===== src/rtl/plot_stream_monitor_pkg.sv =====
// Shared definitions for the plot stream monitor and any scanner-side model.
// Contents: screen constants, coordinate widths, FSM state type, accumulator
// record type and the fold() signature step.
package plot_pkg;

  localparam int unsigned X_W = 8;
  localparam int unsigned Y_W = 7;
  localparam int unsigned C_W = 3;

  localparam int unsigned START_X     = 0;
  localparam int unsigned START_Y     = 84;
  localparam int unsigned FRAME_PLOTS = 12800;
  localparam int unsigned X_MAX       = 160;
  localparam int unsigned Y_MAX       = 120;

  typedef enum logic [0:0] {
    ST_HUNT,
    ST_CAPTURE
  } mon_state_t;

  // Per-frame accumulator record; also used as the result register layout.
  typedef struct packed {
    logic [15:0]    cnt;
    logic [15:0]    sig;
    logic [7:0]     oob;
    logic [C_W-1:0] pcol;
    logic           phit;
  } accum_t;

  // One signature step: rotate left by one, then fold the 18-bit plot word
  // {colour, y, x} into 16 bits (low 16 bits plus the top two bits at bit 0).
  function automatic logic [15:0] fold(input logic [15:0]    sig,
                                       input logic [C_W-1:0] colour,
                                       input logic [Y_W-1:0] y,
                                       input logic [X_W-1:0] x);
    logic [17:0] w;
    w = {colour, y, x};
    return {sig[14:0], sig[15]} ^ w[15:0] ^ {14'b0, w[17:16]};
  endfunction

endpackage


===== src/rtl/plot_stream_monitor_if.sv =====
// Pixel plot stream bus as driven by the display scanner into the VGA adapter.
//   plot   : pixel write strobe
//   x      : pixel x
//   y      : pixel y
//   colour : pixel colour
// master = scanner (driver), slave = any tap/receiver (adapter, monitor).
interface plot_stream_monitor_if;
  logic                       plot;
  logic [plot_pkg::X_W-1:0]   x;
  logic [plot_pkg::Y_W-1:0]   y;
  logic [plot_pkg::C_W-1:0]   colour;

  modport master (output plot, x, y, colour);
  modport slave  (input  plot, x, y, colour);
endinterface


===== src/rtl/plot_stream_monitor_accum.sv =====
// plot_accum: per-frame accumulators for the plot stream monitor.
//   clk, resetn       : clock, synchronous active-low reset
//   init              : current plot is plot #1 of a new frame
//   step              : current plot extends the running frame
//   x, y, colour      : current plot
//   probe_x, probe_y  : live probe coordinate
//   acc               : accumulator state (count, signature, oob, probe)
module plot_accum
  import plot_pkg::*;
#(
  parameter int unsigned X_LIMIT = plot_pkg::X_MAX,
  parameter int unsigned Y_LIMIT = plot_pkg::Y_MAX
) (
  input  logic           clk,
  input  logic           resetn,
  input  logic           init,
  input  logic           step,
  input  logic [X_W-1:0] x,
  input  logic [Y_W-1:0] y,
  input  logic [C_W-1:0] colour,
  input  logic [X_W-1:0] probe_x,
  input  logic [Y_W-1:0] probe_y,
  output accum_t         acc
);

  accum_t acc_q;
  accum_t acc_d;
  accum_t base;

  // init applies the plot on top of a cleared record, so the start plot is
  // counted, folded and checked exactly like any other plot.
  always_comb begin
    acc_d = acc_q;
    base  = acc_q;
    if (init) base = '0;
    if (init || step) begin
      acc_d.cnt  = (base.cnt == '1) ? base.cnt : base.cnt + 16'd1;
      acc_d.sig  = fold(base.sig, colour, y, x);
      acc_d.oob  = base.oob;
      if (32'(x) >= X_LIMIT || 32'(y) >= Y_LIMIT)
        acc_d.oob = (base.oob == '1) ? base.oob : base.oob + 8'd1;
      acc_d.pcol = base.pcol;
      acc_d.phit = base.phit;
      if (x == probe_x && y == probe_y) begin
        acc_d.pcol = colour;
        acc_d.phit = 1'b1;
      end
    end
  end

  always_ff @(posedge clk) begin
    if (!resetn) acc_q <= '0;
    else         acc_q <= acc_d;
  end

  assign acc = acc_q;

endmodule


===== src/rtl/plot_stream_monitor.sv =====
// plot_stream_monitor: passive tap on the scanner's pixel plot stream.
// Splits the stream into frames at each start plot and publishes per-frame
// plot count, signature, probe colour/hit and out-of-bounds count through a
// valid/ack result handshake.
//   clk, resetn    : clock, synchronous active-low reset
//   stream         : plot/x/y/colour bus (slave, observe only)
//   probe_x/y      : probe coordinate, compared live on every plot
//   res_ack        : consumer acknowledge of the current result
//   res_*          : completed-frame result registers
//   overrun        : sticky, a result was overwritten before being acked
module plot_stream_monitor #(
  parameter int unsigned START_X     = plot_pkg::START_X,
  parameter int unsigned START_Y     = plot_pkg::START_Y,
  parameter int unsigned FRAME_PLOTS = plot_pkg::FRAME_PLOTS,
  parameter int unsigned X_MAX       = plot_pkg::X_MAX,
  parameter int unsigned Y_MAX       = plot_pkg::Y_MAX
) (
  input  logic                        clk,
  input  logic                        resetn,
  plot_stream_monitor_if.slave        stream,
  input  logic [plot_pkg::X_W-1:0]    probe_x,
  input  logic [plot_pkg::Y_W-1:0]    probe_y,
  input  logic                        res_ack,
  output logic                        res_valid,
  output logic [15:0]                 res_plots,
  output logic [15:0]                 res_sig,
  output logic [plot_pkg::C_W-1:0]    res_probe_col,
  output logic                        res_probe_hit,
  output logic [7:0]                  res_oob,
  output logic                        res_len_err,
  output logic                        overrun
);

  import plot_pkg::*;

  mon_state_t state_q, state_d;
  accum_t     res_q, res_d;
  logic       res_len_err_q, res_len_err_d;
  logic       res_valid_q, res_valid_d;
  logic       overrun_q, overrun_d;

  logic       start;
  logic       boundary;
  logic       acc_init;
  logic       acc_step;
  accum_t     acc;

  plot_accum #(
    .X_LIMIT (X_MAX),
    .Y_LIMIT (Y_MAX)
  ) u_accum (
    .clk     (clk),
    .resetn  (resetn),
    .init    (acc_init),
    .step    (acc_step),
    .x       (stream.x),
    .y       (stream.y),
    .colour  (stream.colour),
    .probe_x (probe_x),
    .probe_y (probe_y),
    .acc     (acc)
  );

  always_comb begin
    start    = stream.plot && (32'(stream.x) == START_X) && (32'(stream.y) == START_Y);
    boundary = start && (state_q == ST_CAPTURE);
    acc_init = start;
    acc_step = stream.plot && !start && (state_q == ST_CAPTURE);

    state_d       = start ? ST_CAPTURE : state_q;
    res_d         = res_q;
    res_len_err_d = res_len_err_q;
    res_valid_d   = res_valid_q;
    overrun_d     = overrun_q;

    // A boundary captures the pre-update accumulators (the boundary plot
    // belongs to the next frame). It wins over a same-cycle ack, and only an
    // un-acked overwrite counts as an overrun.
    if (boundary) begin
      res_d         = acc;
      res_len_err_d = (32'(acc.cnt) != FRAME_PLOTS);
      res_valid_d   = 1'b1;
      if (res_valid_q && !res_ack) overrun_d = 1'b1;
    end else if (res_valid_q && res_ack) begin
      res_valid_d = 1'b0;
    end
  end

  always_ff @(posedge clk) begin
    if (!resetn) begin
      state_q       <= ST_HUNT;
      res_q         <= '0;
      res_len_err_q <= 1'b0;
      res_valid_q   <= 1'b0;
      overrun_q     <= 1'b0;
    end else begin
      state_q       <= state_d;
      res_q         <= res_d;
      res_len_err_q <= res_len_err_d;
      res_valid_q   <= res_valid_d;
      overrun_q     <= overrun_d;
    end
  end

  assign res_valid     = res_valid_q;
  assign res_plots     = res_q.cnt;
  assign res_sig       = res_q.sig;
  assign res_probe_col = res_q.pcol;
  assign res_probe_hit = res_q.phit;
  assign res_oob       = res_q.oob;
  assign res_len_err   = res_len_err_q;
  assign overrun       = overrun_q;

endmodule

===== src/flat_wrapper.sv =====
// flat-port wrapper written by rule: the top's interface ports become plain ports
module plot_stream_monitor_flat import plot_pkg::*;
#(
  parameter int unsigned START_X     = plot_pkg::START_X,
  parameter int unsigned START_Y     = plot_pkg::START_Y,
  parameter int unsigned FRAME_PLOTS = plot_pkg::FRAME_PLOTS,
  parameter int unsigned X_MAX       = plot_pkg::X_MAX,
  parameter int unsigned Y_MAX       = plot_pkg::Y_MAX
)
  (clk, resetn, probe_x, probe_y, res_ack, res_valid, res_plots, res_sig, res_probe_col, res_probe_hit, res_oob, res_len_err, overrun, stream_plot, stream_x, stream_y, stream_colour);
  plot_stream_monitor_if stream_i ();
  input  logic clk;
  input  logic resetn;
  input  logic [plot_pkg::X_W-1:0] probe_x;
  input  logic [plot_pkg::Y_W-1:0] probe_y;
  input  logic res_ack;
  output logic res_valid;
  output logic [15:0] res_plots;
  output logic [15:0] res_sig;
  output logic [plot_pkg::C_W-1:0] res_probe_col;
  output logic res_probe_hit;
  output logic [7:0] res_oob;
  output logic res_len_err;
  output logic overrun;
  input wire logic [$bits(stream_i.plot)-1:0] stream_plot;
  input wire logic [$bits(stream_i.x)-1:0] stream_x;
  input wire logic [$bits(stream_i.y)-1:0] stream_y;
  input wire logic [$bits(stream_i.colour)-1:0] stream_colour;
  assign stream_i.plot = stream_plot;
  assign stream_i.x = stream_x;
  assign stream_i.y = stream_y;
  assign stream_i.colour = stream_colour;
  plot_stream_monitor #(.START_X(START_X), .START_Y(START_Y), .FRAME_PLOTS(FRAME_PLOTS), .X_MAX(X_MAX), .Y_MAX(Y_MAX)) u_core (.clk(clk), .resetn(resetn), .stream(stream_i), .probe_x(probe_x), .probe_y(probe_y), .res_ack(res_ack), .res_valid(res_valid), .res_plots(res_plots), .res_sig(res_sig), .res_probe_col(res_probe_col), .res_probe_hit(res_probe_hit), .res_oob(res_oob), .res_len_err(res_len_err), .overrun(overrun));
endmodule

===== config.mk =====
export PLATFORM = sky130hd
export DESIGN_NAME = plot_stream_monitor_flat
export DESIGN_NICKNAME = d
export VERILOG_FILES = /design/src/rtl/plot_stream_monitor_pkg.sv /design/src/rtl/plot_stream_monitor_if.sv /design/src/rtl/plot_stream_monitor_accum.sv /design/src/rtl/plot_stream_monitor.sv /design/src/flat_wrapper.sv
export SDC_FILE = /design/constraint.sdc
export NUM_CORES = 1
export LEC_CHECK = 0
export CAP_MARGIN = 20
export CORE_ASPECT_RATIO = 1.2
export CORE_UTILIZATION = 57
export DETAILED_ROUTE_END_ITERATION = 6
export GPL_TIMING_DRIVEN = 0
export PLACE_DENSITY = 0.95
export SLEW_MARGIN = 20
export SYNTH_ARGS = -nofsm -noshare
export SYNTH_HDL_FRONTEND = slang
export SYNTH_HIERARCHICAL = 1
export SYNTH_SLANG_ARGS = --single-unit

===== constraint.sdc =====
create_clock -name clk -period 7.8 [get_ports clk]
set_clock_uncertainty 0.15 [all_clocks]
set_input_delay 1.56 -clock clk [delete_from_list [all_inputs] [get_ports clk]]
set_output_delay 1.56 -clock clk [all_outputs]
set_load 0.05 [all_outputs]

Word level (Yosys, flattened, before mapping)
Index checks and enable logic that the tools add are counted.
{"block": "totals", "reg_bits": 92, "inputBits": 37, "output_inout_bits": 47}
{"block": "op_classes", "add_sub_neg": 2, "magnitude_cmp": 2, "eq_ne": 6, "muxes": 7, "n_bitwise": 2, "n_reduce_logical": 17}
{"cell": "$mux W44", "count": 1}
{"cell": "$add A16 B1 Y16 const B", "count": 1}
{"cell": "$eq A16 B16 Y1 const B", "count": 1}
{"cell": "$mux W16", "count": 1}
{"cell": "$mux W8", "count": 2}
{"cell": "$ne A16 B14 Y1 const B", "count": 1}
{"cell": "$xor A16 B16 Y16", "count": 1}
{"cell": "$xor A16 B2 Y16", "count": 1}
{"cell": "$add A8 B1 Y8 const B", "count": 1}
{"cell": "$eq A8 B8 Y1", "count": 1}
{"cell": "$eq A8 B8 Y1 const B", "count": 1}
{"cell": "$ge A8 B8 Y1 const B", "count": 1}
{"cell": "$logic_and A1 B1 Y1", "count": 8}
{"cell": "$logic_not A8 Y1", "count": 1}
{"cell": "$eq A7 B7 Y1", "count": 1}
{"cell": "$eq A7 B7 Y1 const B", "count": 1}
{"cell": "$ge A7 B7 Y1 const B", "count": 1}
{"cell": "$mux W4", "count": 1}
{"cell": "$reduce_and A2 Y1", "count": 2}
{"cell": "$reduce_bool A2 Y1", "count": 2}
{"cell": "$logic_not A1 Y1", "count": 2}
{"cell": "$logic_or A1 B1 Y1", "count": 2}
{"cell": "$mux W1", "count": 2}

Logic depth before layout (Yosys ltp)
Gate-level depths: netlist of run 1.
{"block": "logic_depth", "ltp_word": 8, "ltp_mapped": 11, "depth_no_buf": 8}

Modules after synthesis
Netlist of run 1, hierarchy kept.
{"module": "plot_accum", "n_inst": 1, "cells_each": 330, "area_per_inst_um2": 2663.8}
{"module": "plot_stream_monitor", "n_inst": 1, "cells_each": 220, "area_per_inst_um2": 1961.9}

Worst setup path before layout of run 1
Ideal clock, no wire load.
{"block": "synth_path", "kind": "input to register", "startpoint": "input port stream_y[3]", "endpoint": "register u_core.u_accum.acc_q, in the netlist u_core/u_accum/acc[37]", "setup_time_ns": 0.072, "arrival_time_ns": 4.124, "t_required_ns": 7.578, "path_slack_ns": 3.455, "cell_stages": 11, "path_cell_list": "nor4bb_1 > and4_1 > buf_2 > clkbuf_1 > clkbuf_1 > nor2b_1 > ha_1 > and4_1 > clkbuf_1 > a2111oi_0 > mux2i_1"}
{"block": "synth_between", "elab_chain_cells": 6}
{"element": "from (decl)", "line": "flat_wrapper.sv:27", "text": "input wire logic [$bits(stream_i.y)-1:0] stream_y;"}
{"element": "$eq A7 B7 Y1 *", "line": "plot_stream_monitor.sv:65", "text": "start = stream.plot && (32'(stream.x) == START_X) && (32'(stream.y) == START_Y);"}
{"element": "$logic_and A1 B1 Y1 *", "line": "plot_stream_monitor.sv:65"}
{"element": "net u_core.acc_init", "line": "plot_stream_monitor.sv:44", "text": "logic acc_init;"}
{"element": "branches (longest 4 deep; another with $add A16 B1 Y16)"}
{"element": "to (signal assigned)", "line": "plot_stream_monitor_accum.sv:52", "text": "if (!resetn) acc_q <= '0;"}
{"element": "to (signal assigned)", "line": "plot_stream_monitor_accum.sv:53", "text": "else acc_q <= acc_d;"}
{"element": "to (decl)", "line": "plot_stream_monitor_accum.sv:26", "text": "accum_t acc_q;"}
Mark *: on every way through the listed nets, which the timed path passes. The select of a mux whose other input is x is not followed.
A chain may end at the register's enable or synchronous reset.

Worst setup path after layout of run 1
{"block": "layout_path", "startpoint": "input port stream_x[5]", "endpoint": "register u_core.u_accum.acc_q, in the netlist u_core/u_accum/acc[37]"}
{"block": "layout_between", "elab_chain_cells": 7}
{"element": "from (decl)", "line": "flat_wrapper.sv:26", "text": "input wire logic [$bits(stream_i.x)-1:0] stream_x;"}
{"element": "$logic_not A8 Y1 *", "line": "plot_stream_monitor.sv:65"}
{"element": "$logic_and A1 B1 Y1 * (2 in series)", "line": "plot_stream_monitor.sv:65"}
{"element": "net u_core.acc_init", "line": "plot_stream_monitor.sv:44"}
{"element": "branches (longest 4 deep; another with $add A16 B1 Y16)"}
Marks and branches as above.

==> results of run 1 <==
## tightest hold or removal path: stages (launching register included)
cell and delay [ps]:
dfxtp_1 320, nand2_1 50, o21ai_1 50
## Yosys cell counts (3+ instances only)
cell type	number
nor2_1	11
and4_1	4
o21ai_1	17
nand2_1	93
dfxtp_1	92
xor2_1	15
or3_1	4
nor4bb_1	3
nor4_1	11
o21a_1	3
inv_1	10
nor2b_1	24
and3_1	3
clkbuf_1	33
nand3b_1	15
nand4_1	24
nand3_1	7
a31oi_1	6
o21ai_0	19
a211oi_1	6
mux2i_1	37
a21o_1	14
a21oi_1	28
nor3_1	5
nand2b_1	22
## cell type report
class / count / area, sq um
plain buffers: 40 / 207.7
clock buffers: 12 / 165.2
clock inverters: 4 / 77.57
fillers: 520 / 1937
inverters: 10 / 37.54
multi-input cells: 408 / 2539
flip-flops and latches: 92 / 1842
well taps: 92 / 115.1
repair buffers: 83 / 830.8
## state kept, by name, indices dropped and copies added, names as in the netlist
signal                flops
u_core/u_accum/acc       44
u_core/res_plots         16
u_core/res_sig           16
u_core/res_oob            8
u_core/res_probe_col      3
u_core/overrun            1
u_core/res_len_err        1
u_core/res_probe_hit      1
u_core/res_valid          1
u_core/state_q            1
## cell families (layout without fill, tap and decap cells)
| kind of cell | Yosys count | after routing | share of synthesized area (%) |
|---|---|---|---|
| simple gates | 237 | 237 | 27.54 |
| fa+ha+maj | 1 | 1 | 0.2704 |
| mux | 39 | 39 | 8.493 |
| xor+xnor | 17 | 17 | 3.219 |
| buf+inv | 50 | 149 | 5.301 |
| flops | 92 | 92 | 39.82 |
| compound gates | 114 | 114 | 15.36 |
## how the worst max path moves through the flow
stage                            from                endpoint  slack, ps  depth (start not counted)
final                     stream_x[5]  u_core/u_accum/acc[37]       2050                         12
after global placement    stream_x[2]  u_core/u_accum/acc[37]       2110                         12
after floorplan           stream_y[3]  u_core/u_accum/acc[37]       3450                         11
after CTS                 stream_x[2]  u_core/u_accum/acc[37]       2280                         12
after global routing      stream_x[5]  u_core/u_accum/acc[37]       1880                         12
after detailed placement  stream_x[2]  u_core/u_accum/acc[37]       1910                         12
## power breakdown
| part | switching [uW] | leakage [uW] | total, uW | internal (uW) |
|---|---|---|---|---|
| registers | 0.00286 | 0.000741 | 469 | 469 |
| clock network | 169 | 0.000124 | 378 | 209 |
| logic | 29.1 | 0.00106 | 53.7 | 24.6 |
| total | 198 | 0.00192 | 901 | 703 |
## per-layer routing
layer	vias to the layer above	share of wire [%]	global-route usage (%)
met5	-	0	0
met4	0	3.7	18.17
met3	50	7.5	4.013
met2	278	49	53.91
met1	2199	40	35.24
li1	2139	-	-
## per-stage QoR
stage / worst slack, ps / hold WS [ps] / cells / power [uW]
6_report: 2055 / 304.3 / 741 / 901.3
3_5_place_dp: 1912 / 293.9 / 725 / 532.6
2_1_floorplan: 3455 / 288.2 / 550 / 500.7
5_1_grt: 1884 / 333.1 / 741 / 929.2
4_1_cts: 2284 / 305.3 / 741 / 903.1
3_3_place_gp: 2111 / 286.7 / 725 / 530.9
==> metrics.md, run 1 <==
| Metric | Value |
|---|---|
| Arrival @ worst endpoint | roughly 6000 ps |
| PwrDens | between 150 and 200 nW/um^2 |
| Final Cell Area | around 5800 sq um |
| Pre-antenna DRT Iters | 7 |
| Worst-Margin Slew | around 760 ps |
| Vias | 4666 |
| Area Growth Syn to Fin | 25.70% |
| Final Util | approximately three quarters |
| Max_cap viols | 0 |
| Worst hold path class | reg -> reg |
| Die Wd | 84.24 um |
| Syn. warnings | 6 |
| Full die area | 8481 sq um |
| Post-CTS Setup Repair Bufs | 0 |
| Post-CTS sizing | 0 |
| CTS tree | built |
| Hold EP | u_core/res_plots[2] |
| Die H | roughly 100 um |
| Crit path required time | ~8000 ps |
| H-tree depth | 3 |
| Core area | just under 8000 sq um |
| Setup violations, final | 0 |
| Pin count of the biggest net entering global routing | 16 |
| WP buf/inv | 5 |
| Relative slew slack | slightly below 50% |
| Port Buffers | just over 80 |
| Initial Util | between 50% and 60% |
| Slowest cell on the critical path | a2111oi_0 |
| Yosys cell types | a little under 60 |
| CP Launch Type | input port |
| Gate Count Post-Synth | 550 |
| Post-synth top area share | between 30% and 40% |
| RSZ-0062 raised after global routing | no |
| Fin nets | 682 |
| Total CTS buffers | 9 |
| Io pins | between 80 and 90 |
| Peak supply drop | approximately 76 uV |
| Most Frequent Cell on Critical Path | clkbuf_1 |
| Mapped Area | ~4600 sq um |
| Routed wire per std cell | 17.21 um |
| #FFs+latches synth | 92 |
| WHS Path Cells | 2 |
| Final Wtd Congestion | about 1 |
| CP Class | in -> reg |
| Max FO, Critical Path | 12 |
| Asr flop ratio synth | 0% |
| Initial antenna violation count | 0 |
| Post-synth EDFFs | 0 |
| Worst r2r path cells | 7 |
| Failing checks | design-rule violations |
| FF-to-FF setup slack | 4790 ps |
| Final Hold Viols | 0 |
| Reg-to-reg startpoint | u_core/state_q |
| Synthesized Nets | between 500 and 600 |
| FF-to-FF End | u_core/u_accum/acc[37] |
| TNS Setup | 0 ps |
| Via density | 6.297 |
| Area leader, netlist | dfxtp_1 |
| Seq/Total Area, Yosys | between 30 and 40% |
| Leak pwr | about 0.0019 uW |
| CTS Hold Bufs | 0 |
| Later-pin clock latency in the skew report | roughly 370 ps |
| Clock-pin slew on the worst setup and hold paths | roughly 90 ps |
| Peak Freq | 0.1741 GHz |
| Routed Antenna Nets | 0 |
| Max Slew Vio Count | 0 |
| WL final | roughly 13000 um |
| First-pass GRT wire length | roughly 20000 um |
| Crit-path leading delay family | buffers and inverters |
| Commonest non-fill, non-tap cell in the layout | nand2_1 |
| DRC Markers | 13 |
| Placed Area | around 5600 sq um |
| Fin crit period | ~5700 ps |
| Outcome | complete, but fails checks |
| Vias in the first global route | around 4500 |
| Detailed placement HPWL | approximately 9300 um |
| CP Cell Sequence | clkdlybuf4s50_1 > nor4_1 > and4_1 > buf_2 > clkbuf_1 > clkbuf_1 > nor2b_1 > ha_1 > and4_1 > clkbuf_1 > a2111oi_0 > mux2i_1 |
| Iter 0 DRT Violations | roughly 410 |
| Maximum root-to-sink buffer count | 2 |
| Dominant synthesized flop cell | dfxtp_1 |
| Clock Sinks | 92 |
| CP Capture Type | flip-flop |
| # diodes | 0 |
| Clock Root Buffer | clkbuf_8 |
| Mean Syn Cell Area | 8.410 sq um |
| Most frequent cells in the layout | 93 x nand2_1, 92 x dfxtp_1, 83 x clkdlybuf4s50_1 |
| GRT Util Overall | between 30% and 40% |
| Fraction of layout cells with a size suffix above 1 | under 10% |
| Critical path's largest stage delay | 770 ps |
| Top cells by area, synth | dfxtp_1 40%, mux2i_1 8.0%, nand2_1 7.5%, nand4_1 3.2%, nor2b_1 3.2% |
| HP Start | u_core/res_plots[2] |
| Overflow after GRT | 0 |
| Row cnt | 35 |
| Final worst-path cycle share | roughly 74% |
(Power assumes the default switching activity.)
==> run 2, diff against run 1 <==
- CORE_UTILIZATION: 57 -> 48
- PLACE_DENSITY: 0.95 -> 0.87
- clock period: 7.8 -> 5.26 ns (I/O delays scaled with it)
==> run 2 against run 1 <==
The flow now finishes without violations. Register-to-register slack got worse by 2500 ps. Worst setup slack worse by 1800 ps. Via count decreased by 4.2%. Sequential power up 48%. Sequential cell count unchanged. Cell count increased by 3.8%. Non-clock buffer count unchanged. Global-route usage decreased by 5.0 points. Count of clock-buffer cells in the layout shrank 3. Die area rose by 18%. Final area grew 0.56%. Critical endpoint unchanged. Largest power group unchanged.
==> metrics.md, run 2 (synthesized netlist as in run 1, its figures left out) <==
| Metric | Value |
|---|---|
| Arrival @ worst endpoint | 5140 ps (-760 ps) |
| Final Cell Area | 5847 sq um (+0.56%) |
| Max FO, Critical Path | 12 (unchanged) |
| Routed Antenna Nets | 0 (unchanged) |
| Full die area | 10040 sq um (+18%) |
| TNS Setup | 0 ps (unchanged) |
| CTS Hold Bufs | 0 (unchanged) |
| FF-to-FF End | u_core/u_accum/acc[37] |
| Sw power | 303.3 uW (+53%) |
| Pre-antenna DRT Iters | 7 (unchanged) |
| HP Start | u_core/res_plots[11] |
| Final worst-path cycle share | a little over nine tenths |
| Final Hold Viols | 0 (unchanged) |
| Max FFs per register | 44 (unchanged) |
| Final Wtd Congestion | 0.9333 (-4.7%) |
| WL final | 12400 um (-2.8%) |
| Worst-Margin Slew | 704.9 ps (-54.86 ps) |
| Multi-input combinational cell area | 2540 sq um (about the same) |
| Relative slew slack | 52.91% (+4.9 points) |
| Met3 usage | 4.288% (+0.27 points) |
| CP Launch Type | input port |
| Initial Util | 50.41% (-9.3 points) |
| GRT Util Overall | 25.42% (-5.0 points) |
| CP Class | in -> reg |
| CTS tree | built |
| Area Growth Syn to Fin | 26.40% |
| Via density | 5.811 (-7.7%) |
| RSZ-0062 raised after global routing | no |
| WHS Path Cells | 2 (unchanged) |
| Commonest non-fill, non-tap cell in the layout | nand2_1 |
| Hold EP | u_core/res_plots[11] |
| Die H | 109.5 um (+8.8%) |
| H-tree depth | 3 (unchanged) |
| Total CTS buffers | 9 (unchanged) |
| Overflow after GRT | 0 (unchanged) |
| FF-to-FF setup slack | 2330 ps (-2460 ps) |
| Maximum root-to-sink buffer count | 2 (unchanged) |
| Placed Area | 5607 sq um (+0.63%) |
| Core area | 9176 sq um (+18%) |
| Clk network pwr share | 42.6% (+0.6 points) |
| Vias in the first global route | 4326 (-3.0%) |
| Worst hold path class | reg -> reg |
| Storage cell area | 1842 sq um (unchanged) |
| Global route hottest layer | met2 |
| Iter 0 DRT Violations | 326 (-20%) |
| Detailed placement HPWL | 9149 um (-1.5%) |
| CP Capture Type | flip-flop |
| First-pass GRT wire length | 20180 um (-1.5%) |
| Worst r2r path cells | 7 (unchanged) |
| Clock Root Buffer | clkbuf_8 |
| Met2 usage | 45.54% (-8.4 points) |
| Combinational share of power | 5.9% (about the same) |
| Int Pwr | 1046 uW (+49%) |
| Worst hold slack | 303.6 ps (-0.7650 ps) |
| Later-pin clock latency in the skew report | 370 ps (about the same) |
| Setup violations, final | 0 (unchanged) |
| Pin count of the biggest net entering global routing | 16 (unchanged) |
| Most frequent cells in the layout | 93 x nand2_1, 92 x dfxtp_1, 83 x clkdlybuf4s50_1 |
| PwrDens | 230.8 nW/um^2 (+49%) |
| Vias | 4469 (-4.2%) |
| Reg power frac | 51.6% (-0.5 points) |
| Leak pwr | 0.001913 uW (-0.44%) |
| Crit path required time | 5420 ps (-2530 ps) |
| Outcome | finished clean |
| Clock-pin slew on the worst setup and hold paths | 90 ps (about the same) |
| Peak Freq | 0.2008 GHz |
| Max Slew Vio Count | 0 (unchanged) |
| Fillers | 777 (+49%) |
| Io pins | 84 (unchanged) |
| DRC Markers | 0 (-13) |
| Routing usage on met1 | 29.45% (-5.8 points) |
| Initial antenna violation count | 0 (unchanged) |
| Die Wd | 91.62 um (+8.8%) |
| # diodes | 0 (unchanged) |
| Max_cap viols | 0 (unchanged) |
| Final Instance Count excl. Fillers | 769 (+3.8%) |
| Switch share | 22.48% (+0.46 points) |
| Peak supply drop | 173.2 uV (+130%) |
| Fraction of layout cells with a size suffix above 1 | 4.160% (unchanged) |
| Fin nets | 682 (unchanged) |
| Row cnt | 38 (+8.6%) |
| Routed wire per std cell | 16.12 um (-6.3%) |
| Clock Sinks | 92 (unchanged) |
| Port Buffers | 83 (unchanged) |
| Reg-to-reg startpoint | u_core/state_q |
| Fin crit period | approximately 5000 ps |
| Placed cell count | 753 (+3.9%) |
==> run 2: timing repair <==
item | CTS | global route
resized for setup | 0 | 1
endpoints found under the setup margin | 0 | 1
hold endpoints to repair | 0 | 0
buffers inserted | 0 | 0
==> run 2: power groups by stage <==
stage               clock, uW  combinational [uW]  sequential, uW
floorplan                   0                30.4             712
global placement            0                76.2             712
detailed placement          0                77.6             712
CTS                       581                77.8             696
global route              608                84.7             696
finish                    575                79.0             696
==> run 2: layer usage <==
metal  vias up  share of wire, %
met5         -                 0
met1      2120                42
met4         0               2.5
met2       171                50
li1       2144                 -
met3        34               5.5
==> run 2: worst max path at each step <==
stage                 from                      to  slack, ps  depth (start not counted)
2_1_floorplan  stream_y[3]  u_core/u_accum/acc[37]       1420                         11
3_3_place_gp   stream_x[5]  u_core/u_accum/acc[37]        -40                         12
3_5_place_dp   stream_x[5]  u_core/u_accum/acc[37]        -80                         12
6_report       stream_x[5]  u_core/u_accum/acc[37]        280                         12
5_1_grt        stream_x[1]  u_core/u_accum/acc[37]         90                         12
4_1_cts        stream_x[5]  u_core/u_accum/acc[37]        300                         12
==> run 2: area by class of cell <==
cell class	instances	area share, %
multi-input combinational	408	43.44
sequential	92	31.50
timing repair buffer	83	14.21
buffer	40	3.552
tap	120	2.568
clock buffer	9	2.119
clock inverter	7	1.969
inverter	10	0.6420
==> run 2: metrics by stage <==
stage | power, uW | worst slack [ps] | utilization, %
5_1_grt | 1388 | 93.76 | 63.72
2_1_floorplan | 742.5 | 1423 | -
3_5_place_dp | 789.7 | -80.47 | 61.10
6_report | 1349 | 279.4 | 63.72
3_3_place_gp | 788.4 | -44.77 | 61.10
4_1_cts | 1354 | 301.5 | 63.70
==> run 2: worst max-delay path, cell delays in order <==
cell	delay, ps
clkdlybuf4s50_1	500
nor4_1	410
and4_1	370
buf_2	300
clkbuf_1	360
clkbuf_1	400
nor2b_1	130
ha_1	280
and4_1	200
clkbuf_1	240
a2111oi_1	640
mux2i_1	240
==> run 3, diff against run 2 <==
- CORE_UTILIZATION: 48 -> 57
- PLACE_DENSITY: 0.87 -> 0.95
- clock period: 5.26 -> 6.1 ns (I/O delays scaled with it)
==> results of run 3 <==
Same layout as run 1 (identical final DEF). Status: complete, but fails checks: design-rule violations.
Main changes from that run: setup slack after placement 1912 ps -> 551.5 ps; setup slack after layout 2055 ps -> 694.8 ps; register-to-register setup slack 4790 ps -> 3090 ps; total power 901.3 uW -> 1153 uW; worst IR drop on VDD 75.60 uV -> 96.67 uV
